===== config.mk =====
export PLATFORM = sky130hd
export DESIGN_NAME = spike_axi_master
export DESIGN_NICKNAME = d
export VERILOG_FILES = /design/src/rtl/spike_axi_master.sv
export SDC_FILE = /design/constraint.sdc
export NUM_CORES = 1
export LEC_CHECK = 0
export CAP_MARGIN = 30
export CORE_ASPECT_RATIO = 2
export CORE_MARGIN = 4
export CORE_UTILIZATION = 30
export DETAILED_ROUTE_END_ITERATION = 10
export GPL_ROUTABILITY_DRIVEN = 0
export GPL_TIMING_DRIVEN = 0
export SLEW_MARGIN = 20
export SYNTH_ARGS = -nofsm -noshare
export SYNTH_HDL_FRONTEND = slang
export SYNTH_SLANG_ARGS = --single-unit

===== constraint.sdc =====
create_clock -name CPUNC_ACLK -period 6.6 [get_ports CPUNC_ACLK]
set_clock_uncertainty 0.15 [all_clocks]
set_input_delay 0.99 -clock CPUNC_ACLK [delete_from_list [all_inputs] [get_ports CPUNC_ACLK]]
set_output_delay 0.99 -clock CPUNC_ACLK [all_outputs]
set_load 0.05 [all_outputs]

===== src/rtl/spike_axi_master.sv =====
// spike_axi_master: single-beat AXI master carrying Spike IO requests onto the CPUNC bus.
// Optional watchdog is compiled in when SPIKE_AXI_TIMEOUT_EN is defined.
module spike_axi_master #(
    parameter int unsigned AXI_DATA_WIDTH = 32,
    parameter int unsigned AXI_ADDR_WIDTH = 32,
    parameter logic [7:0]  AXI_ID_VAL     = 8'h00,
    parameter int unsigned TIMEOUT_CYCLES = 1024
) (
    input  logic                        CPUNC_ACLK,
    input  logic                        CPUNC_ARESETn,

    input  logic                        req_valid,
    output logic                        req_ready,
    input  logic                        req_we,
    input  logic [AXI_ADDR_WIDTH-1:0]   req_addr,
    input  logic [1:0]                  req_size,
    input  logic [AXI_DATA_WIDTH-1:0]   req_wdata,

    output logic                        rsp_valid,
    input  logic                        rsp_ready,
    output logic [AXI_DATA_WIDTH-1:0]   rsp_rdata,
    output logic                        rsp_err,

    output logic [7:0]                  CPUNC_AWID,
    output logic [AXI_ADDR_WIDTH-1:0]   CPUNC_AWADDR,
    output logic [7:0]                  CPUNC_AWLEN,
    output logic [2:0]                  CPUNC_AWSIZE,
    output logic [1:0]                  CPUNC_AWBURST,
    output logic                        CPUNC_AWLOCK,
    output logic [3:0]                  CPUNC_AWCACHE,
    output logic [2:0]                  CPUNC_AWPROT,
    output logic [3:0]                  CPUNC_AWQOS,
    output logic                        CPUNC_AWVALID,
    input  logic                        CPUNC_AWREADY,

    output logic [7:0]                  CPUNC_WID,
    output logic [AXI_DATA_WIDTH-1:0]   CPUNC_WDATA,
    output logic [AXI_DATA_WIDTH/8-1:0] CPUNC_WSTRB,
    output logic                        CPUNC_WLAST,
    output logic                        CPUNC_WVALID,
    input  logic                        CPUNC_WREADY,

    input  logic [1:0]                  CPUNC_BRESP,
    input  logic                        CPUNC_BVALID,
    output logic                        CPUNC_BREADY,

    output logic [7:0]                  CPUNC_ARID,
    output logic [AXI_ADDR_WIDTH-1:0]   CPUNC_ARADDR,
    output logic [7:0]                  CPUNC_ARLEN,
    output logic [2:0]                  CPUNC_ARSIZE,
    output logic [1:0]                  CPUNC_ARBURST,
    output logic                        CPUNC_ARLOCK,
    output logic [3:0]                  CPUNC_ARCACHE,
    output logic [2:0]                  CPUNC_ARPROT,
    output logic [3:0]                  CPUNC_ARQOS,
    output logic                        CPUNC_ARVALID,
    input  logic                        CPUNC_ARREADY,

    input  logic [AXI_DATA_WIDTH-1:0]   CPUNC_RDATA,
    input  logic [1:0]                  CPUNC_RRESP,
    input  logic                        CPUNC_RLAST,
    input  logic                        CPUNC_RVALID,
    output logic                        CPUNC_RREADY
);

    localparam int unsigned DW = AXI_DATA_WIDTH;
    localparam int unsigned AW = AXI_ADDR_WIDTH;
    localparam int unsigned SW = DW / 8;
    localparam int unsigned OW = $clog2(SW);

    if (DW != 32 && DW != 64) begin : g_bad_dw
        $error("spike_axi_master: AXI_DATA_WIDTH must be 32 or 64");
    end
    if (TIMEOUT_CYCLES < 2) begin : g_bad_tmo
        $error("spike_axi_master: TIMEOUT_CYCLES must be at least 2");
    end

    typedef enum logic [2:0] {IDLE, RADDR, RDATA, WRITE, WRESP, RESP} state_t;

    state_t          state, next_state;
    logic            live;
    logic            we_q;
    logic [AW-1:0]   addr_q;
    logic [1:0]      size_q;
    logic [DW-1:0]   wdata_q;
    logic [OW-1:0]   off_q;
    logic            aw_done, w_done;
    logic            accept, misaligned, tmo;
    logic            aw_hs, w_hs, both_done;
    logic [OW-1:0]   off_in, align_mask;
    logic [DW-1:0]   rd_lane;
    logic            unused_rlast;

    function automatic logic [DW-1:0] size_mask(input logic [1:0] sz);
        logic [DW-1:0] m;
        m = '0;
        for (int unsigned i = 0; i < DW; i++) m[i] = (i < (32'd8 << sz));
        return m;
    endfunction

    function automatic logic [SW-1:0] lane_strb(input logic [OW-1:0] off, input logic [1:0] sz);
        logic [SW-1:0] s;
        s = '0;
        for (int unsigned i = 0; i < SW; i++)
            s[i] = (i >= 32'(off)) && (i < 32'(off) + (32'd1 << sz));
        return s;
    endfunction

    assign unused_rlast = CPUNC_RLAST;

    assign off_in     = req_addr[OW-1:0];
    assign align_mask = OW'((4'd1 << req_size) - 4'd1);
    assign misaligned = ((off_in & align_mask) != '0) || (req_size == 2'd3 && DW == 32);
    assign accept     = req_valid && req_ready;
    assign aw_hs      = CPUNC_AWVALID && CPUNC_AWREADY;
    assign w_hs       = CPUNC_WVALID && CPUNC_WREADY;
    assign both_done  = (aw_done || aw_hs) && (w_done || w_hs);
    assign rd_lane    = (CPUNC_RDATA >> {off_q, 3'b000}) & size_mask(size_q);

`ifdef SPIKE_AXI_TIMEOUT_EN
    localparam int unsigned CW = $clog2(TIMEOUT_CYCLES);
    logic [CW-1:0] tmo_cnt;
    logic          active;

    assign active = (state == RADDR) || (state == RDATA) || (state == WRITE) || (state == WRESP);
    assign tmo    = active && (tmo_cnt == CW'(TIMEOUT_CYCLES - 1));

    // Any state change restarts the count, so each bus phase gets its own budget.
    always_ff @(posedge CPUNC_ACLK or posedge CPUNC_ARESETn) begin
        if (CPUNC_ARESETn)              tmo_cnt <= '0;
        else if (next_state != state)   tmo_cnt <= '0;
        else if (active)                tmo_cnt <= tmo_cnt + 1'b1;
    end
`else
    assign tmo = 1'b0;
`endif

    always_ff @(posedge CPUNC_ACLK or posedge CPUNC_ARESETn) begin
        if (CPUNC_ARESETn) state <= IDLE;
        else               state <= next_state;
    end

    always_comb begin
        next_state = state;
        case (state)
            IDLE:  if (accept) next_state = misaligned ? RESP : (req_we ? WRITE : RADDR);
            RADDR: if (CPUNC_ARREADY) next_state = RDATA;
            RDATA: if (CPUNC_RVALID) next_state = RESP;
            WRITE: if (both_done) next_state = WRESP;
            WRESP: if (CPUNC_BVALID) next_state = RESP;
            RESP:  if (rsp_ready) next_state = IDLE;
            default: next_state = IDLE;
        endcase
        if (tmo) next_state = RESP;
    end

    always_comb begin
        req_ready     = 1'b0;
        rsp_valid     = 1'b0;
        CPUNC_ARVALID = 1'b0;
        CPUNC_RREADY  = 1'b0;
        CPUNC_AWVALID = 1'b0;
        CPUNC_WVALID  = 1'b0;
        CPUNC_BREADY  = 1'b0;
        case (state)
            IDLE:  req_ready     = live;
            RADDR: CPUNC_ARVALID = 1'b1;
            RDATA: CPUNC_RREADY  = 1'b1;
            WRITE: begin
                CPUNC_AWVALID = !aw_done;
                CPUNC_WVALID  = !w_done;
            end
            WRESP: CPUNC_BREADY  = 1'b1;
            RESP:  rsp_valid     = 1'b1;
            default: ;
        endcase
    end

    // live keeps req_ready low while reset is asserted even though state reads IDLE.
    always_ff @(posedge CPUNC_ACLK or posedge CPUNC_ARESETn) begin
        if (CPUNC_ARESETn) begin
            live      <= 1'b0;
            we_q      <= 1'b0;
            addr_q    <= '0;
            size_q    <= '0;
            wdata_q   <= '0;
            off_q     <= '0;
            aw_done   <= 1'b0;
            w_done    <= 1'b0;
            rsp_rdata <= '0;
            rsp_err   <= 1'b0;
        end else begin
            live <= 1'b1;
            if (tmo) begin
                rsp_rdata <= '0;
                rsp_err   <= 1'b1;
            end else begin
                case (state)
                    IDLE: if (accept) begin
                        we_q      <= req_we;
                        addr_q    <= req_addr;
                        size_q    <= req_size;
                        wdata_q   <= req_wdata;
                        off_q     <= off_in;
                        aw_done   <= 1'b0;
                        w_done    <= 1'b0;
                        rsp_rdata <= '0;
                        rsp_err   <= misaligned;
                    end
                    RDATA: if (CPUNC_RVALID) begin
                        rsp_rdata <= (CPUNC_RRESP != 2'b00) ? '0 : rd_lane;
                        rsp_err   <= (CPUNC_RRESP != 2'b00);
                    end
                    WRITE: begin
                        if (aw_hs) aw_done <= 1'b1;
                        if (w_hs)  w_done  <= 1'b1;
                    end
                    WRESP: if (CPUNC_BVALID) begin
                        rsp_rdata <= '0;
                        rsp_err   <= (CPUNC_BRESP != 2'b00);
                    end
                    default: ;
                endcase
            end
        end
    end

    assign CPUNC_AWID    = AXI_ID_VAL;
    assign CPUNC_AWADDR  = addr_q;
    assign CPUNC_AWLEN   = '0;
    assign CPUNC_AWSIZE  = {1'b0, size_q};
    assign CPUNC_AWBURST = 2'b01;
    assign CPUNC_AWLOCK  = 1'b0;
    assign CPUNC_AWCACHE = '0;
    assign CPUNC_AWPROT  = '0;
    assign CPUNC_AWQOS   = '0;

    assign CPUNC_WID     = AXI_ID_VAL;
    assign CPUNC_WDATA   = wdata_q << {off_q, 3'b000};
    assign CPUNC_WSTRB   = lane_strb(off_q, size_q);
    assign CPUNC_WLAST   = we_q;

    assign CPUNC_ARID    = AXI_ID_VAL;
    assign CPUNC_ARADDR  = addr_q;
    assign CPUNC_ARLEN   = '0;
    assign CPUNC_ARSIZE  = {1'b0, size_q};
    assign CPUNC_ARBURST = 2'b01;
    assign CPUNC_ARLOCK  = 1'b0;
    assign CPUNC_ARCACHE = '0;
    assign CPUNC_ARPROT  = '0;
    assign CPUNC_ARQOS   = '0;

endmodule


==> results.md <==
- With fillers left out, the area of the finished cells amounts to between 9000 and 10,000 sq um.
- The fraction of final layout cells sized beyond drive strength 1 is 0.240.
- Across every metal layer, demand over resource in global routing totals 0.188.
- The via count of the first global-routing pass is around 5.5k.
- Summing all placed instances gives a cell area of ~9100 sq um.
- The synthesized flop and latch total is around 110.
- The highest clock frequency the design can meet is approximately 210 MHz.
- The initial antenna violation count is 2.
- The most used flip-flop cell after synthesis is sky130_fd_sc_hd__dfrtp_1.
- The initial utilization of the core area, before any placement, comes to 0.307.
- Setup violations remaining at the end of the flow were counted as 0.
- The total iterations of the first detailed-routing run is 4.
- The number of setup buffers added after CTS is 0.
- After synthesis, the mean cell area works out to 10.8 sq um.
- The source-to-sink clock delay at the later pin of the worst-skew pair is between 0.3 and 0.4 ns.
- The hold violation count in the final report is 0.
- The longest clock path from root to sink contains 2 buffers.
- Summed over all failing endpoints, the final setup total negative slack is 0 ns.
- The number of max-cap violations is 0.
- The die width is around 110 um.
- The end-of-flow core utilization is 0.486.
- The classification of the worst-slack hold path is reg2reg.
- The number of sinks driven by the clock tree is roughly 110.
- The first global-routing pass estimated approximately 32,000 um of wire.
- The sequential element share of the synthesized area is 0.445.
- The core region is about 20,000 sq um.
- The average vias per placed instance is between 4 and 5.
- For this design the static power due to leakage is between 4 and 5 nW.
- Yosys mapped a number of flops with a built-in enable equal to 0.
- The total chip power is roughly 5.5 mW.
- The master cell of the clock root buffer is sky130_fd_sc_hd__clkbuf_16.
- The number of placed I/O pins is approximately 330.
- Setup repair after global routing left no endpoint under its margin.
- The number of clock buffers added by TritonCTS is 9.
- The data arrival time at the worst-slack endpoint is about 3.6 ns.
- The area of the mapped netlist is between 5000 and 6000 sq um.
- The count of routing violations after the opening detailed-route iteration is 154.
- Summed over all layers, the global routing overflow is 0.
- STA classifies the critical path startpoint as a flip-flop.
- The clock period minus final worst setup slack is about 4.7 ns.
- In this run the tool buffered the top-level ports with roughly 260 buffer cells.
- Counting distinct cell types in the post-synthesis netlist gives 38.
- The fraction of the cycle the final worst path needs is 0.713.
- In the final design database the tool counted around 1k nets.
- The setup path with the least slack is of type reg2out.
- The post-synthesis to final-layout area growth is 58.5%.
- The final hold slack is 0.344 ns.
- The CTS H-tree depth is 3.
- The height of the chip is just over 200 um.
- The worst-case vdd ir drop is 0.327 mV.
- The worst pin sits at a relative slew slack of 0.494.
- The DRC violation count after routing is 0.
- The count of nets left with antenna violations once routing finished came out at 0.
- The number of gates given a new drive strength after cts is 0.
- Entering global routing, the biggest net connects 57 pins.
- In this run the core area contains slightly above 70 standard-cell rows.
- The final-report max-slew violation count is 0.
- The cell count after synthesis came out at 550.
- Counting flops with an async set or reset pin after synthesis yields a share of 1.00.
- The maximum fanout along the worst path is 10.
- The final routed wirelength across all metal layers is roughly 21,000 um.
- STA classifies the critical path endpoint as an output pin.
- TritonCTS built the clock tree.
- The number of hold buffers added after CTS was 0.
- The sum of net half-perimeters after detailed placement is roughly 17,000 um.
- At the pin with the least slew margin, the transition time is around 0.76 ns.
- The floorplan die area is roughly 22,000 sq um.
- The required time of the worst setup path is between 5 and 6 ns.
- Dividing the detail-routed wire length by the instance count gives ~18 um.
- The clock-pin slew on the worst setup and hold paths is about 0.070 ns.
- The count of vias placed by the detailed router is approximately 5.1k.
- Dividing total power by cell area gives a power density of around 590 nW/um^2.
- The run finished with clean final reports.
- Yosys printed 0 warnings.
cell type report:
class / instances / area (sq um)
clock buffer: 13 / 260
clock inverter: 3 / 46.3
inverter: 7 / 31.3
sequential: 106 / 2650
tap: 259 / 324
buffer: 136 / 946
fill: 1899 / 10000
antenna: 2 / 5.00
timing repair buffer: 257 / 2590
multi-input combinational: 370 / 2600
per-stage QoR:
| step | cells | worst slack, ns |
|---|---|---|
| after floorplan | 619 | 2.08 |
| after detailed placement | 1135 | 2.23 |
| final | 1153 | 1.89 |
| after global routing | 1153 | 1.53 |
| after global placement | 1134 | 0.732 |
| after CTS | 1151 | 1.82 |
worst max-delay path, stage by stage (launching register included):
cell,delay [ns]
sky130_fd_sc_hd__dfrtp_1,0.43
sky130_fd_sc_hd__clkbuf_1,0.31
sky130_fd_sc_hd__inv_1,0.11
sky130_fd_sc_hd__clkbuf_1,0.31
sky130_fd_sc_hd__fa_1,0.51
sky130_fd_sc_hd__a2111oi_0,0.38
sky130_fd_sc_hd__mux2i_1,0.19
sky130_fd_sc_hd__a21oi_1,0.15
sky130_fd_sc_hd__a21oi_1,0.05
sky130_fd_sc_hd__clkdlybuf4s50_1,0.76
worst paths after layout:
path                                       from                to  slack, ns  cells after the start
worst max-delay path            CPUNC_ARADDR[1]    CPUNC_WSTRB[2]       1.89                      9
worst min-delay path              rsp_rdata[18]     rsp_rdata[18]       0.34                      1
worst max register to register  CPUNC_ARADDR[1]     rsp_rdata[24]       4.48                      5
worst min register to register    rsp_rdata[18]     rsp_rdata[18]       0.34                      1
max in group asynchronous         CPUNC_ARESETn         size_q[1]       4.70                      3
min in group asynchronous         CPUNC_ARESETn  CPUNC_ARADDR[18]       0.90                      2
metal layers:
metal | vias to the layer above | track usage | share of wire
met1 | 2398 | 0.179 | 0.33
met4 | 0 | 0.0854 | 0.033
met3 | 35 | 0.0545 | 0.084
li1 | 2406 | - | -
met5 | - | 0 | 0
met2 | 237 | 0.358 | 0.55
registers in the layout, summed over array words and instances, names as in the netlist:
name          flops
aw_done           1
rsp_rdata        32
w_done            1
state             3
wdata_q          32
CPUNC_ARADDR     32
rsp_err           1
CPUNC_WLAST       1
live              1
size_q            2
synthesized netlist by cell type (all sizes together), types with 2 or more instances:
cell | n | area [sq um]
dfrtp | 106 | 2650
nor3b | 3 | 27.5
buf | 126 | 908
o21ai | 23 | 115
a21oi | 16 | 83.8
a22o | 16 | 140
nor2b | 11 | 68.8
nand2 | 39 | 146
nor2 | 22 | 82.6
mux2 | 68 | 766
and3 | 3 | 18.8
nand2b | 3 | 18.8
and2 | 8 | 50.1
inv | 7 | 26.3
a32o | 8 | 80.1
nor3 | 4 | 20.0
ha | 2 | 25.0
mux2i | 41 | 410
o31ai | 2 | 15.0
conb | 2 | 7.51
o2bb2ai | 8 | 70.1
clkbuf | 10 | 37.5
a211oi | 10 | 75.1
placed cells by master (no fill, tap or decap), types with 2 or more instances in the layout:
master / count
sky130_fd_sc_hd__and3_1: 3
sky130_fd_sc_hd__conb_1: 71
sky130_fd_sc_hd__o21ai_0: 23
sky130_fd_sc_hd__clkbuf_8: 2
sky130_fd_sc_hd__clkbuf_1: 12
sky130_fd_sc_hd__diode_2: 2
sky130_fd_sc_hd__buf_2: 15
sky130_fd_sc_hd__a32o_1: 8
sky130_fd_sc_hd__clkbuf_16: 9
sky130_fd_sc_hd__mux2_2: 68
sky130_fd_sc_hd__a211oi_1: 10
sky130_fd_sc_hd__dfrtp_1: 106
sky130_fd_sc_hd__mux2i_1: 41
sky130_fd_sc_hd__nor3b_1: 2
sky130_fd_sc_hd__inv_1: 6
sky130_fd_sc_hd__nand2_1: 39
sky130_fd_sc_hd__o2bb2ai_1: 8
sky130_fd_sc_hd__a22o_1: 16
sky130_fd_sc_hd__nor2_1: 22
sky130_fd_sc_hd__and2_1: 8
sky130_fd_sc_hd__inv_6: 2
sky130_fd_sc_hd__buf_4: 111
sky130_fd_sc_hd__clkdlybuf4s50_1: 256
sky130_fd_sc_hd__a21oi_1: 15
sky130_fd_sc_hd__o31ai_1: 2
sky130_fd_sc_hd__nor3_1: 4
sky130_fd_sc_hd__nor2b_1: 11
sky130_fd_sc_hd__nand2b_1: 3
sky130_fd_sc_hd__ha_1: 2
kinds of logic (layout without fill, tap and decap cells):
logic type	Yosys count	count (layout)	synth area share
AND/OR/NAND/NOR	97	97	0.0801
XOR/XNOR	1	1	0.00147
adder cells (fa/ha/maj)	3	3	0.00755
buffers and inverters	143	416	0.163
multiplexers	109	109	0.197
other	2	73	0.00126
AO/OA/AOI/OAI	89	89	0.105
flip-flops	106	106	0.445
report_power, final:
group | leakage (nW) | switching [mW] | internal (mW)
logic | 2.79 | 2.48 | 1.38
registers | 1.33 | 0.217 | 0.903
clock network | 0.146 | 0.250 | 0.317
total | 4.26 | 2.95 | 2.60
Note: power is estimated with default switching activity, not from simulation.
==> variant 1 (config.mk and constraints unchanged) <==
`AXI_DATA_WIDTH`: 32 -> 64.
--- a/src/rtl/spike_axi_master.sv
+++ b/src/rtl/spike_axi_master.sv
@@ -1,7 +1,7 @@
 // spike_axi_master: single-beat AXI master carrying Spike IO requests onto the CPUNC bus.
 // Optional watchdog is compiled in when SPIKE_AXI_TIMEOUT_EN is defined.
 module spike_axi_master #(
-    parameter int unsigned AXI_DATA_WIDTH = 32,
+    parameter int unsigned AXI_DATA_WIDTH = 64,
     parameter int unsigned AXI_ADDR_WIDTH = 32,
     parameter logic [7:0]  AXI_ID_VAL     = 8'h00,
     parameter int unsigned TIMEOUT_CYCLES = 1024
Interface: changed (5 resized); port bits go from 328 to 460. The function was not compared with the original's and may differ.
==> variant 1 against the original RTL <==
- sequential cell count is 64 higher
- setup slack worse by 500 ps
- clock power is 92% higher
- critical path type unchanged
- largest power group unchanged
- final area is 68% higher
- critical path depth is 1 lower
- via count is 120% higher
- critical endpoint is now CPUNC_WSTRB[0]
- wire length grew to 2.5 times the old value
- total power is 69% higher
- register-to-register slack worse by 640 ps
- count of clock-buffer cells in the layout is 5 higher
- area after synthesis is 76% higher
- cell count is 90% higher
- global-route usage is 7.8 points higher
==> variant 1: results (changes against the original RTL) <==
| Metric | Value |
|---|---|
| Vias in the first global route | `11575 (+110%)` |
| Synth top area cells | `dfrtp_1 (41%), nand2_1 (14%), mux2i_1 (8.1%), buf_4 (7.6%), mux2_2 (3.6%)` |
| Post-detailed-route wirelength per cell | `23.9 µm (+32%)` |
| Wl on met1 | `17400 µm (+150%)` |
| Top cells by count, synth | `nand2_1 (396), dfrtp_1 (170), buf_4 (106)` |
| Antenna fix cells | `0 (-2)` |
| Share of cells above drive strength 1 | `12.9% (-11 points)` |
| NumNets Final | `1923 (+92%)` |
| TritonCTS Buffers | `17 (+8)` |
| Place WS | `1830 ps (-397 ps)` |
| R2R Setup Slk | `3840 ps (-640 ps)` |
| VDD IR max | `0.544 mV (+66%)` |
| Iter 0 DRT Violations | `840 (+450%)` |
| First-pass GRT wire length | `75300 µm (+140%)` |
| Reg-to-reg endpoint | `rsp_rdata[5]` |
| Met3 routed WL | `3560 µm (+100%)` |
| Initial antenna violation count | `0 (-2)` |
| Pin count of the biggest net entering global routing | `96 (+68%)` |
| Distinct cell type count after synthesis | `60 (+58%)` |
| Setup ws final | `1400 ps (-496 ps)` |
| Status | `finished, final reports clean` |
| Gr usage total | `26.6% (+7.8 points)` |
| Detail Placement HPWL | `42500 µm (+150%)` |
| DRT Pass-1 Iters | `5 (+1)` |
| Worst slew pin tran | `874 ps (+116 ps)` |
| Lkg Pwr | `7.28 nW (+71%)` |
| Sequential area share after synthesis | `40.5% (-4.0 points)` |
| Met2 routed WL | `27900 µm (+140%)` |
| Worst-Skew Late Latency | `460 ps (+100 ps)` |
-- variant 1: logic make-up (layout without fill, tap and decap cells) --
logic type               Yosys count  in the layout  synth area share [%]
AND/OR/NAND/NOR                  533            533                  21.2
XOR/XNOR                           1              1                0.0834
AO/OA/AOI/OAI                    224            224                  13.7
other                              2             71                0.0715
buffers and inverters            210            631                  11.7
flip-flops                       170            170                  40.5
multiplexers                     121            121                  12.2
adder cells (fa/ha/maj)            4              4                 0.548
-- variant 1: area by class of cell --
class                   instances  share of cell area, %
clock buffers                  18                   2.77
multi-input cells             954                   33.3
repair buffers                389                   24.7
well taps                     441                   3.48
plain buffers                 189                   7.27
clock inverters                14                   1.06
flip-flops and latches        170                   26.9
inverters                      21                  0.545
-- variant 1: stage by stage --
stage	utilization (%)	total power [mW]	cell area, µm²	std cells
floorplan	-	5.83	10800	1334
global placement	44.1	8.22	15200	2163
detailed placement	44.2	8.26	15200	2164
CTS	45.9	9.38	15800	2196
global route	45.9	9.77	15800	2196
finish	45.9	9.36	15800	2196
-- variant 1: layer usage --
layer | GRT usage [%] | vias to the layer above
met4 | 16.9 | 0
met1 | 26.7 | 5265
met3 | 5.53 | 158
met5 | 0 | -
met2 | 49.0 | 638
li1 | - | 5042
-- variant 1: worst min-delay path by stage --
stage                  start  slack (ps)       endpoint  depth (start not counted)
2_1_floorplan    wdata_q[56]         290    wdata_q[56]                          2
3_3_place_gp     wdata_q[56]         310    wdata_q[56]                          2
3_5_place_dp     CPUNC_WLAST         320    CPUNC_WLAST                          2
4_1_cts          CPUNC_WLAST         340    CPUNC_WLAST                          2
5_1_grt        rsp_rdata[49]         350  rsp_rdata[49]                          2
6_report       rsp_rdata[50]         330  rsp_rdata[50]                          2
-- variant 1: worst max-delay path: stages (launching register included) --
cell and delay, ps:
dfrtp_1 440, buf_2 260, inv_1 120, clkbuf_1 410, fa_1 580, xnor2_1 180, a2111oi_2 570, a21boi_0 230
clkdlybuf4s50_1 810
-- variant 1: where the power goes --
group	switching, mW	internal (mW)	leakage, nW
Combinational	4.45	2.07	4.76
Clock	0.502	0.584	0.299
Sequential	0.403	1.35	2.22
Total	5.35	4.01	7.28
==> variant 2 (same settings) <==
Made on the original files. The 6 states of `state_t` get a one-hot encoding in 6 bits.
--- a/src/rtl/spike_axi_master.sv
+++ b/src/rtl/spike_axi_master.sv
@@ -75,7 +75,7 @@
         $error("spike_axi_master: TIMEOUT_CYCLES must be at least 2");
     end
 
-    typedef enum logic [2:0] {IDLE, RADDR, RDATA, WRITE, WRESP, RESP} state_t;
+    typedef enum logic [5:0] {IDLE = 6'b000001, RADDR = 6'b000010, RDATA = 6'b000100, WRITE = 6'b001000, WRESP = 6'b010000, RESP = 6'b100000} state_t;
 
     state_t          state, next_state;
     logic            live;
Function: same outputs for any inputs over 4 cycles, from zero or initial values and one cycle with CPUNC_ARESETn high; so few cycles prove little.
==> variant 2 against the original RTL <==
- final area grew 1.2%
- global-route usage grew 0.17 points
- die area grew 0.97%
- clock power grew 12%
- setup slack lost 980 ps
- sequential cell count grew 3
- utilization shrank 0.34 points
- synthesized cell count grew 3.3%
- total power shrank 2.4%
- area after synthesis grew 1.0%
- hold slack lost 13 ps
- wire length grew 2.6%
==> variant 2: results (changes against the original RTL) <==
| Metric | Value |
|---|---|
| Met2 routed WL | `12400 µm (+7.2%)` |
| Max incr delay on CP | `860 ps (+100 ps)` |
| Worst slew pin tran | `915 ps (+157 ps)` |
| Vias after detailed routing | `5228 (+3.0%)` |
| Fillers | `1909 (+0.53%)` |
| Post-detailed-route wirelength per cell | `18.3 µm (+0.64%)` |
| Placement Cell Area | `9210 µm² (+0.71%)` |
| Pin count of the biggest net entering global routing | `68 (+19%)` |
| Tmin final | `5680 ps (+976 ps)` |
| Switching share of power | `52.2% (-0.91 points)` |
| Vias in the first global route | `5554 (+0.58%)` |
| Detail Placement HPWL | `17400 µm (+1.7%)` |
| FF-to-FF path depth | `8 (+3)` |
| VDD IR max | `0.613 mV (+87%)` |
| Reg-to-reg startpoint | `state[0]` |
| Average cell area after synthesis | `10.6 µm² (-2.2%)` |
| Post-synthesis xor/xnor area fraction | `0% (-0.15 points)` |
| Post-synthesis compound-gate area fraction | `11.4% (+0.87 points)` |
| Wl on met1 | `7010 µm (+1.9%)` |
| Dpl cells | `1156 (+1.9%)` |
| Critical Path AT | `4540 ps (+970 ps)` |
| NumNets Final | `1021 (+1.8%)` |
| Worst-Skew Late Latency | `340 ps (-20 ps)` |
| R2R Setup Slk | `3420 ps (-1060 ps)` |
| Met1 usage | `18.1% (+0.22 points)` |
| Distinct cell type count after synthesis | `47 (+24%)` |
| Sequential area share after synthesis | `45.3% (+0.81 points)` |
| Top cells by count, synth | `dfrtp_1 (108), buf_4 (104), mux2_2 (66)` |
| Hold EP | `rsp_rdata[4]` |
| Status | `finished, final reports clean` |
| Synth top area cells | `dfrtp_1 (45%), buf_4 (13%), mux2_2 (12%), mux2i_1 (5.3%), a211oi_1 (2.4%)` |
-- variant 2: cell count changes after synthesis, moves of 8 or more --
cell	delta
clkbuf_1	+8
o21ai_1	+16
o2bb2ai_1	-8
o21ai_0	-11
mux2i_1	-9
a32o_1	-8
a211oi_1	+9
nand2_1	-9
a21o_1	+8
a22o_1	-8
-- variant 2: area by class of cell --
cell class	count	area [µm²]	area share [%]
inverters	10	43.8	0.458
clock inverters	6	109	1.14
well taps	262	328	3.43
clock buffers	10	239	2.50
flip-flops and latches	109	2730	28.5
diodes	3	7.51	0.0785
repair buffers	257	2590	27.1
plain buffers	135	917	9.59
multi-input cells	383	2600	27.2
-- variant 2: power by group through the flow --
stage | logic, mW | clock network, mW | registers (mW)
floorplan | 2.13 | 0 | 1.45
global placement | 3.68 | 0 | 1.12
detailed placement | 3.69 | 0 | 1.13
CTS | 3.70 | 0.653 | 1.12
global route | 3.85 | 0.676 | 1.15
finish | 3.67 | 0.636 | 1.11
